[config.mk]
export PLATFORM = sky130hd
export DESIGN_NAME = level_shift_to_pulse
export DESIGN_NICKNAME = d
export VERILOG_FILES = /design/src/rtl/level_shift_to_pulse.sv
export SDC_FILE = /design/constraint.sdc
export NUM_CORES = 1
export LEC_CHECK = 0
export CORE_MARGIN = 1
export CORE_UTILIZATION = 47
export CTS_CLUSTER_DIAMETER = 40
export DETAILED_ROUTE_END_ITERATION = 8
export HOLD_SLACK_MARGIN = 0.06
export PLACE_DENSITY = 0.75
export REMOVE_ABC_BUFFERS = 1
export SKIP_CTS_REPAIR_TIMING = 1
export SYNTH_ARGS = -nofsm -noshare
export SYNTH_HDL_FRONTEND = slang
export SYNTH_SLANG_ARGS = --single-unit
[constraint.sdc]
create_clock -name clkin -period 1.91 [get_ports clkin]
set_clock_uncertainty 0.15 [all_clocks]
set_input_delay 0.191 -clock clkin [delete_from_list [all_inputs] [get_ports clkin]]
set_output_delay 0.191 -clock clkin [all_outputs]
set_load 0.005 [all_outputs]
[src/rtl/level_shift_to_pulse.sv]
// level_shift_to_pulse
//   Receive-side decoder for the detector toggle encoding. Each encoded line
//   is synchronized into the clkin domain. In shift mode, every level
//   transition becomes a single-cycle pulse on det. In pass-through mode,
//   det follows the synchronized level. Events are counted per channel with
//   saturation and a sticky overflow flag. coinc marks an event on every
//   channel on the same edge. Outputs are blanked for BLANK clocks after
//   reset and after every change of the effective mode.
//
// Ports
//   clkin         sole clock, rising edge
//   rstn          asynchronous active-low reset
//   encoded       encoded channel lines (asynchronous to clkin)
//   decodeAsShift mode request (asynchronous): 1 = toggle decode, 0 = level pass
//   clr_counts    single-cycle strobe: clear counts and overflow flags
//   det           decoded pulses (shift mode) or levels (pass-through mode)
//   coinc         1-cycle pulse when all channels see an event on the same edge
//   decshft       synchronized mode in effect
//   counts        per-channel counters; channel i at [i*CNT_W +: CNT_W]
//   overflow      sticky per-channel saturation flags
`timescale 1ns/1ps
module level_shift_to_pulse #(
  parameter int NCH   = 2,
  parameter int CNT_W = 16,
  parameter int BLANK = 4
) (
  input  logic                 clkin,
  input  logic                 rstn,
  input  logic [NCH-1:0]       encoded,
  input  logic                 decodeAsShift,
  input  logic                 clr_counts,
  output logic [NCH-1:0]       det,
  output logic                 coinc,
  output logic                 decshft,
  output logic [NCH*CNT_W-1:0] counts,
  output logic [NCH-1:0]       overflow
);

  localparam int              BW         = $clog2(BLANK + 1);
  localparam logic [BW-1:0]   BLANK_LAST = BW'(BLANK - 1);
  localparam logic [CNT_W-1:0] CNT_MAX   = '1;

  typedef enum logic {ST_BLANK, ST_RUN} state_t;

  logic [NCH-1:0] s1_reg, s2_reg, s3_reg;
  logic [2:0]     mode_sr_reg;
  logic           decshft_reg;
  state_t         state_reg, state_next;
  logic [BW-1:0]  blank_cnt_reg, blank_cnt_next;
  logic [NCH-1:0] det_reg, det_next;
  logic           coinc_reg, coinc_next;
  logic [NCH-1:0] ev;
  logic           mode_change;
  logic           count_en;

  // Synchronizers and history. s3 follows s2 in every state, so a line
  // that is steady across BLANK cannot create an edge when RUN resumes.
  always_ff @(posedge clkin or negedge rstn) begin
    if (!rstn) begin
      s1_reg      <= '0;
      s2_reg      <= '0;
      s3_reg      <= '0;
      mode_sr_reg <= '0;
      decshft_reg <= 1'b0;
    end else begin
      s1_reg      <= encoded;
      s2_reg      <= s1_reg;
      s3_reg      <= s2_reg;
      mode_sr_reg <= {mode_sr_reg[1:0], decodeAsShift};
      decshft_reg <= mode_sr_reg[2];
    end
  end

  always_ff @(posedge clkin or negedge rstn) begin
    if (!rstn) begin
      state_reg     <= ST_BLANK;
      blank_cnt_reg <= '0;
      det_reg       <= '0;
      coinc_reg     <= 1'b0;
    end else begin
      state_reg     <= state_next;
      blank_cnt_reg <= blank_cnt_next;
      det_reg       <= det_next;
      coinc_reg     <= coinc_next;
    end
  end

  always_comb begin
    // Toggle decode in shift mode, rising edge of the level otherwise.
    ev             = decshft_reg ? (s2_reg ^ s3_reg) : (s2_reg & ~s3_reg);
    mode_change    = (mode_sr_reg[2] != decshft_reg);
    state_next     = state_reg;
    blank_cnt_next = blank_cnt_reg;
    det_next       = '0;
    coinc_next     = 1'b0;
    count_en       = 1'b0;
    if (mode_change) begin
      // The mode switches on this edge; ev was decoded with the old mode,
      // so nothing is reported and blanking restarts.
      state_next     = ST_BLANK;
      blank_cnt_next = '0;
    end else begin
      case (state_reg)
        ST_BLANK: begin
          if (blank_cnt_reg == BLANK_LAST) begin
            state_next     = ST_RUN;
            blank_cnt_next = '0;
          end else begin
            blank_cnt_next = blank_cnt_reg + 1'b1;
          end
        end
        ST_RUN: begin
          det_next   = decshft_reg ? ev : s2_reg;
          coinc_next = &ev;
          count_en   = 1'b1;
        end
        default: begin
          state_next     = ST_BLANK;
          blank_cnt_next = '0;
        end
      endcase
    end
  end

  genvar gi;
  generate
    for (gi = 0; gi < NCH; gi++) begin : g_ch
      logic [CNT_W-1:0] cnt_reg;
      logic             ovf_reg;

      // clr_counts has priority over a same-edge event; that event is lost.
      always_ff @(posedge clkin or negedge rstn) begin
        if (!rstn) begin
          cnt_reg <= '0;
          ovf_reg <= 1'b0;
        end else if (clr_counts) begin
          cnt_reg <= '0;
          ovf_reg <= 1'b0;
        end else if (count_en && ev[gi]) begin
          if (cnt_reg == CNT_MAX) ovf_reg <= 1'b1;
          else                    cnt_reg <= cnt_reg + 1'b1;
        end
      end

      assign counts[gi*CNT_W +: CNT_W] = cnt_reg;
      assign overflow[gi]              = ovf_reg;
    end
  endgenerate

  assign det     = det_reg;
  assign coinc   = coinc_reg;
  assign decshft = decshft_reg;

endmodule

==> results.yml <==
status:
  status: "finished with violations"
  violations: "setup timing"
setup_path:
  r2r_start: "s3_reg[1]$_DFF_PN0_"
  path_class: "flip-flop to flip-flop"
  start_kind: "flip-flop"
  crit_fanout: 6
  critPathCaptureType: "flip-flop"
  cpPeakStageDelay_ns: 0.39
  crit_start: "s3_reg[1]$_DFF_PN0_"
  worstPathCellList: "inv_2, ha_4, and3b_2, o2111ai_4, nor4_2, xnor2_1, nor2_1"
  crit_arrival_ns: 2.05
  r2r_slack_ns: -0.11
  cp_data_required_time_ns: 1.94
  cp_slowest_cell: "dfrtp_1"
logic_synthesis:
  synthTopCellsByArea: "dfrtp_1 52%, xnor2_1 6.0%, nor2_1 5.8%"
  synth_top_cell_area_share_pct: 51.86
  yosysSeqAreaShare_pct: 51.86
  synth_cell_types: 40
  syn_area_mm2: 0.002461
  synth_cells: 237
  yosys_register_bits: 51
  syn_avg_cell_area_um2: 10.38
  yosys_warnings: 0
  synth_top_area_cell: "dfrtp_1"
cts:
  cts_tree: "built"
  root_buffer: "clkbuf_8"
  clockBufferDepth: 2
  cts_buffers: 5
  clock_latency_ns: 0.30
  cts_sinks: 51
  clkSlewWorstSetupHoldPaths_ns: 0.09
  htree_levels: 2
place:
  io_buffers: 43
  dp_slack_ns: -0.1600
  place_area_mm2: 0.003144
  dp.final_hpwl_um: 3701
  gp_congestion: 0.8455
floorplanning:
  dieWidth_um: 74.37
  rows: 25
  core_area_mm2: 0.004880
  dieArea_mm2: 0.005530
  io-pin-count: 44
  die_y_um: 74.37
  start_util_pct: 50.44
sta:
  worst_slew_pin_slew_ns: 0.5412
  fin_crit_ns: 2.019
  drv_slew: 0
  finalHoldViolCount: 0
  fin_crit_sh_pct: 105.7
  finalSetupTns_ns: -0.5393
  fmax_mhz: 495.2
  rsz0062_at_grt: "yes"
  setup_viol: 10
  worst_slack_ns: -0.1094
  slew_headroom_pct: 63.92
detailed_routing:
  dr_total_vias: 2059
  wirelength_um: 5442
  dr.pass1.iters: 4
  drtIter0Drc: 100
  wl_per_cell_um: 14.44
  vias_per_cell: 5.462
  ant_nets: 0
  drc: 0
cells_and_area:
  syn_to_final_growth_pct: 38.84
  final_common_cell: "dfrtp_1"
  largest_reg_flops: 32
  stdcell_area_mm2: 0.003417
  layout_common_cells: "51 x dfrtp_1, 42 x clkdlybuf4s50_1, 38 x nor2_1"
  antenna_cells: 0
  layout-drive-gt1-share_pct: 22.26
  finalNetCount: 322
power:
  total_leakage_power_nw: 1.351
  powerDensity_mw_per_mm2: 558.1
  peakVddDrop_mv: 0.2921
global_routing:
  grt.total_usage_pct: 20.30
  grt_pass1_wl_um: 8549
  antenna_found_initial: 0
  grt-ovfl-total: 0
  grt_pass1_vias: 1876
  grt_max_degree: 23
min_path:
  hp-class: "input port to flip-flop"
  hold_path.startpoint: "decodeAsShift"
run:
  drv_cap: 0
-- layout make-up --
type	instances	area, um^2
clock buffers	6	72.57
fillers	386	1463
inverters	7	26.28
multi-input cells	170	1282
flip-flops and latches	51	1276
well taps	67	83.83
repair buffers	76	675.6
-- cell usage after synthesis --
cell type and count:
or2_1 1, mux2i_1 3, nor3b_1 3, buf_2 2, and3b_1 2, nor3_1 8
buf_1 1, buf_4 2, ha_1 5, nor4_2 4, nand2_1 11, nor4b_2 1
o21ai_1 2, a2111oi_1 2, xor2_1 6, o41ai_1 1, nor4_1 2, o2111ai_2 2
xnor2_1 17, or4_1 2, nor2b_1 3, o21ai_0 7, nor3b_2 2, or3_1 4
nand4_1 6, nor2_1 38, and2_1 2, o211ai_1 3, nand3_1 9, dfrtp_1 51
and3_1 4, a21oi_1 10, o21ai_2 1, clkbuf_1 4, o21a_2 1, inv_1 7
a211oi_1 1, o2111ai_1 2, a2111oi_2 1, and4_1 4
-- logic make-up after synthesis --
logic type / Yosys count / share of synthesized area (%)
buffers and inverters: 16 / 2.847
AND/OR/NAND/NOR: 106 / 23.84
flip-flops: 51 / 51.86
XOR/XNOR: 23 / 8.185
multiplexers: 3 / 1.220
adder cells (fa/ha/maj): 5 / 2.542
AO/OA/AOI/OAI: 33 / 9.507
-- worst max-delay path, delay by kind of cell, from the launching register on --
family	cells	cell delay, ns
flops	1	0.39
compound gates	1	0.19
xor+xnor	1	0.17
simple gates	3	0.74
fa+ha+maj	1	0.20
buf+inv	1	0.07
-- final timing paths --
path / to / cells after the start
worst max-delay path: g_ch[1].cnt_reg[13]$_DFFE_PN0P_ / 7
worst min-delay path: mode_sr_reg[0]$_DFF_PN0_ / 1
worst max register to register: g_ch[1].cnt_reg[13]$_DFFE_PN0P_ / 7
worst min register to register: mode_sr_reg[1]$_DFF_PN0_ / 0
max in group asynchronous: g_ch[0].cnt_reg[11]$_DFFE_PN0P_ / 3
min in group asynchronous: g_ch[1].cnt_reg[0]$_DFFE_PN0P_ / 2
-- where the power goes --
group / leakage (nW) / switching, mW / internal (mW)
clock network: 0.0371 / 0.327 / 0.245
registers: 0.687 / 0.0440 / 1.11
logic: 0.627 / 0.0930 / 0.0846
total: 1.35 / 0.464 / 1.44
-- layer usage --
layer	global-route usage, %	vias up	part of all wire, %
met2	32.13	44	50
li1	-	984	-
met4	5.660	0	1.5
met1	28.75	1024	45
met3	3.659	7	3.5
met5	0	-	0
-- per-stage QoR --
stage	std cells	power, mW	utilization (%)	hold slack [ns]
after CTS	373	1.910	65.92	-0.2867
final	377	1.907	70.03	0.1757
after detailed placement	367	1.336	64.44	0.04300
after global placement	367	1.329	64.44	0.03113
after global routing	377	1.991	70.03	0.1786
after floorplan	228	1.242	-	-0.2546
Note: power is estimated with default switching activity, not from simulation.
